[config.mk]
export PLATFORM = sky130hd
export DESIGN_NAME = seg7_scan_ctrl
export DESIGN_NICKNAME = d
export VERILOG_FILES = /design/src/rtl/seg7_scan_ctrl.sv
export SDC_FILE = /design/constraint.sdc
export NUM_CORES = 1
export LEC_CHECK = 0
export CAP_MARGIN = 20
export CORE_MARGIN = 5
export CORE_UTILIZATION = 49
export DETAILED_ROUTE_END_ITERATION = 10
export PLACE_DENSITY = 0.79
export SYNTH_ARGS = -nofsm -noshare
export SYNTH_HDL_FRONTEND = slang
export SYNTH_SLANG_ARGS = --single-unit
export TNS_END_PERCENT = 5
[constraint.sdc]
create_clock -name clk -period 2.6 [get_ports clk]
set_input_delay 0.39 -clock clk [delete_from_list [all_inputs] [get_ports clk]]
set_output_delay 0.39 -clock clk [all_outputs]
set_load 0.02 [all_outputs]
[src/rtl/seg7_scan_ctrl.sv]
// Scan controller for a shared multi-digit 7-segment display.
// Host writes land in a shadow image that is copied to the displayed image only at a frame boundary.
module seg7_scan_ctrl #(
  parameter int NUM_DIGITS   = 4,
  parameter int SCAN_DIV     = 100000,
  parameter int BLANK_CYCLES = 1000
) (
  input  logic                  clk,
  input  logic                  rst,
  input  logic                  wr_valid,
  output logic                  wr_ready,
  input  logic [2:0]            wr_idx,
  input  logic [3:0]            wr_data,
  input  logic                  wr_blank,
  input  logic                  wr_last,
  output logic [6:0]            seg,
  output logic [NUM_DIGITS-1:0] an,
  output logic                  frame_done
);

  localparam int CNT_W = (SCAN_DIV > 1) ? $clog2(SCAN_DIV) : 1;
  localparam int IDX_W = $clog2(NUM_DIGITS);

  localparam logic [CNT_W-1:0] CNT_LAST  = CNT_W'(SCAN_DIV - 1);
  localparam logic [CNT_W-1:0] CNT_BLANK = CNT_W'(BLANK_CYCLES);
  localparam logic [IDX_W-1:0] IDX_LAST  = IDX_W'(NUM_DIGITS - 1);
  localparam logic [4:0]       ENTRY_DARK = 5'h10;
  localparam logic [6:0]       SEG_OFF    = 7'h7F;

  typedef enum logic {
    PH_BLANK,
    PH_SHOW
  } phase_t;

  logic [CNT_W-1:0] cnt;
  logic [IDX_W-1:0] idx;
  logic             pending;
  logic [4:0]       shadow [NUM_DIGITS];
  logic [4:0]       active [NUM_DIGITS];

  logic   slot_end;
  logic   wrap;
  logic   wr_xfer;
  logic   wr_hit;
  phase_t phase;

  function automatic logic [6:0] seg_decode(input logic [4:0] entry);
    logic [6:0] pat;
    if (entry[4]) begin
      pat = SEG_OFF;
    end else begin
      case (entry[3:0])
        4'h0: pat = 7'h40;
        4'h1: pat = 7'h79;
        4'h2: pat = 7'h24;
        4'h3: pat = 7'h30;
        4'h4: pat = 7'h19;
        4'h5: pat = 7'h12;
        4'h6: pat = 7'h02;
        4'h7: pat = 7'h78;
        4'h8: pat = 7'h00;
        4'h9: pat = 7'h10;
        4'hA: pat = 7'h08;
        4'hB: pat = 7'h03;
        4'hC: pat = 7'h46;
        4'hD: pat = 7'h21;
        4'hE: pat = 7'h06;
        default: pat = 7'h0E;
      endcase
    end
    return pat;
  endfunction

  assign slot_end   = (cnt == CNT_LAST);
  assign wrap       = slot_end && (idx == IDX_LAST);
  assign frame_done = wrap;
  assign wr_ready   = ~pending;
  assign wr_xfer    = wr_valid && wr_ready;
  assign wr_hit     = ({1'b0, wr_idx} < 4'(NUM_DIGITS));
  assign phase      = (cnt < CNT_BLANK) ? PH_BLANK : PH_SHOW;

  // Slot timing: cnt walks through one digit slot, idx selects the digit.
  always_ff @(posedge clk) begin
    if (rst) begin
      cnt <= '0;
      idx <= '0;
    end else if (slot_end) begin
      cnt <= '0;
      idx <= (idx == IDX_LAST) ? '0 : idx + IDX_W'(1);
    end else begin
      cnt <= cnt + CNT_W'(1);
    end
  end

  // While pending, wr_ready is low, so a commit and a shadow write never
  // coincide; a wr_last accepted on the wrap itself waits for the next wrap.
  always_ff @(posedge clk) begin
    if (rst) begin
      pending <= 1'b0;
      for (int i = 0; i < NUM_DIGITS; i++) begin
        shadow[i] <= ENTRY_DARK;
        active[i] <= ENTRY_DARK;
      end
    end else begin
      if (wrap && pending) begin
        for (int i = 0; i < NUM_DIGITS; i++) begin
          active[i] <= shadow[i];
        end
        pending <= 1'b0;
      end
      if (wr_xfer) begin
        if (wr_hit) begin
          shadow[wr_idx[IDX_W-1:0]] <= {wr_blank, wr_data};
        end
        if (wr_last) begin
          pending <= 1'b1;
        end
      end
    end
  end

  always_ff @(posedge clk) begin
    if (rst) begin
      seg <= SEG_OFF;
      an  <= '1;
    end else if (phase == PH_BLANK) begin
      seg <= SEG_OFF;
      an  <= '1;
    end else begin
      seg <= seg_decode(active[idx]);
      an  <= ~(NUM_DIGITS'(1) << idx);
    end
  end

endmodule

==> results.md <==
- Total congestion overflow: 0
- Post-synth ARST share: 0%
- PwrDens: between 600 and 700 nW/um^2
- Final-stage net count: around 330
- # hold bufs at CTS: 0
- Layout cell share with drive strength beyond 1: 12.1%
- Vias per inst: approximately 5.2
- Worst slack at placement: 0.264 ns
- Slew Viols, Final: 0
- Area leader, netlist: edfxtp_1
- Vias in the first global route: 1972
- Die area: between 8000 and 9000 um^2
- Post-Synthesis Cells: ~280
- Crit path max-delay cell type: dfxtp_1
- Area of the multi-input gates: approximately 1400 um^2
- Post-Place Cell Area: approximately 3600 um^2
- CTS sink count: 73
- Final Critical Period: between 2 and 2.5 ns
- Number of CTS-inserted buffers: 9
- Measured slew at the worst slew-check pin: around 0.63 ns
- Die height: a little over 90 um
- Clock Skews: 0.00630 ns
- CTS Root Cell: clkbuf_8
- Post-Route WL: roughly 5.4 mm
- Row count: 30
- CTS max path bufs: 2
- Total vias in the final route: between 2000 and 2500
- Synthesis-to-finish area growth: 16.2%
- Placed insts: approximately 380
- Post-synth EDFFs: 40
- Design area: approximately 3900 um^2
- Synthesis-stage register bit count: between 70 and 80
- DRT Pass-1 Iters: 4
- CP delay by family, top: simple AND/OR/NAND/NOR gates
- Ports: 25
- Syn. warnings: 0
- Initial antenna violation count: 0
- Initial DRC count: approximately 130
- Utilization after layout: 57.7%
- Pin count of the biggest net entering global routing: 21
- Synth cell types: 49
- Ys flop type: edfxtp_1
- Layout Cells excl Fill: between 300 and 400
- Final Hold Fails: 0
- Synth top area share: a little over a third
- CP Cell Sequence: ha_1 -> and4_2 -> nand3_2 -> nor2_2 -> and2_1 -> dlygate4sd2_1
- Post-CTS setup buffer count: 0
- Crit Path Class: reg -> out
- Clock Latency Late Sink: ~0.35 ns
- RSZ-0062 raised after global routing: no
- Max VDD drop: between 0.2 and 0.3 mV
- Outcome: finished clean
- Req. time, crit path: ~2.2 ns
- DRT antenna net count: 0
- Fillers: ~540
- Post-Syn Nets: ~300
- Final HPWL DP: slightly below 4 mm
- Startpoint types: flip-flop
- Max_cap viols: 0
- Storage cell area: 1860 um^2
- Path category of the worst min-delay check: reg -> reg
- Sequential share of the synthesized area: 56.2%
- Number of H-tree levels: 3
- Post-synthesis average cell area: between 10 and 15 um^2
- Worst setup margin: about 0.20 ns
- DRC Markers: 0
- Worst endpoint data arrival time: between 2 and 2.5 ns
- PostCTS Resize Cnt: 2
- Synth area leaders: edfxtp_1 (36%), dfxtp_1 (20%), and2_1 (6.2%)
- First-pass GRT wire length: 9.09 mm
- Worst setup EP type: output port
- Final Setup Violations: 0
- Setup TNS Final: 0 ns
- All-layer global routing usage: between 10 and 15%
- Most frequent cells in the layout: edfxtp_1 (40), and2_1 (33), dfxtp_1 (33)
- Max-slew headroom: between 50% and 60%
- Final Power: roughly 2.4 mW
- Mapped cell area: 3310 um^2
- Width of the chip: roughly 92 um
- Initial Util: between 40 and 50%
- Ant diodes: 0
- I/O Buffers: 24
- Max incr delay on CP: roughly 0.38 ns
- Crit share post-route: 92.2%
- CTS tree: yes
- Clk slew on worst S/H paths: 0.07 ns
- P_leak: approximately 1.4 nW
- Fmax: approximately 0.42 GHz
- RePlAce Congestion: between 0.8 and 0.9
- Hold slack: 0.474 ns
- Crit-path max FO: 6
- Core area: between 6000 and 7000 um^2
- Wirelength per Cell: between 10 and 15 um
- Leading cell type in the layout, fill and taps excluded: edfxtp_1
- WP buf/inv: 1
## power breakdown
group | total [mW] | internal [mW] | switching (mW)
Combinational | 0.0995 | 0.0441 | 0.0554
Clock | 1.03 | 0.628 | 0.404
Sequential | 1.25 | 1.24 | 0.0115
## cells by family after synthesis
logic type               Yosys count  share of synthesized area (%)
AND/OR/NAND/NOR                  128                           21.7
flip-flops                        73                           56.2
AO/OA/AOI/OAI                     21                           4.98
XOR/XNOR                          17                           4.49
buffers and inverters             16                           2.76
multiplexers                      13                           5.70
adder cells (fa/ha/maj)           11                           4.15
## Yosys cell counts, types with 2 or more instances
master    number
edfxtp_1      40
and2_1        33
dfxtp_1       33
nor2_1        30
nand2_1       16
ha_1          11
nand3_1       10
xor2_1         9
nand2b_1       8
xnor2_1        8
inv_1          7
mux2i_1        5
and3_1         4
nor3_1         4
a21oi_1        3
buf_2          3
buf_6          3
mux2i_2        3
nand4_1        3
nor3b_1        3
o21ai_0        3
o21ai_1        3
or2_2          3
a211oi_1       2
a221o_1        2
a31o_2         2
and2b_1        2
and3b_1        2
and4_1         2
mux2_2         2
mux4_1         2
## flip-flops by register name, indices dropped and copies added, names as in the netlist, named ones only
register and cells:
an 4, seg 7, cnt 17, pending 1, idx 2, shadow 20
active 20
## path summary, 6_finish.rpt
| kind | start | end | slack (ns) | cells after the start |
|---|---|---|---|---|
| worst max-delay path | cnt[0]$_SDFF_PP0_ | frame_done | 0.20 | 6 |
| worst min-delay path | cnt[0]$_SDFF_PP0_ | cnt[0]$_SDFF_PP0_ | 0.47 | 1 |
| worst max register to register | flip-flop | seg[0]$_SDFF_PP1_ | 0.31 | 7 |
| worst min register to register | cnt[0]$_SDFF_PP0_ | cnt[0]$_SDFF_PP0_ | 0.47 | 1 |
## layer usage
metal | up-vias | part of all wire [%] | track usage [%]
met5 | - | 0 | 0
met4 | 0 | 2.0 | 8.04
met3 | 9 | 4.4 | 4.02
met2 | 39 | 49 | 22.7
met1 | 948 | 45 | 16.8
li1 | 1039 | - | -
## final cells by class
| type | count | area share, % |
|---|---|---|
| clock inverter | 7 | 2.83 |
| timing repair buffer | 28 | 6.98 |
| multi-input combinational | 190 | 35.4 |
| sequential | 73 | 48.3 |
| inverter | 7 | 0.682 |
| clock buffer | 9 | 3.22 |
| tap | 80 | 2.60 |
(Power assumes the default switching activity.)
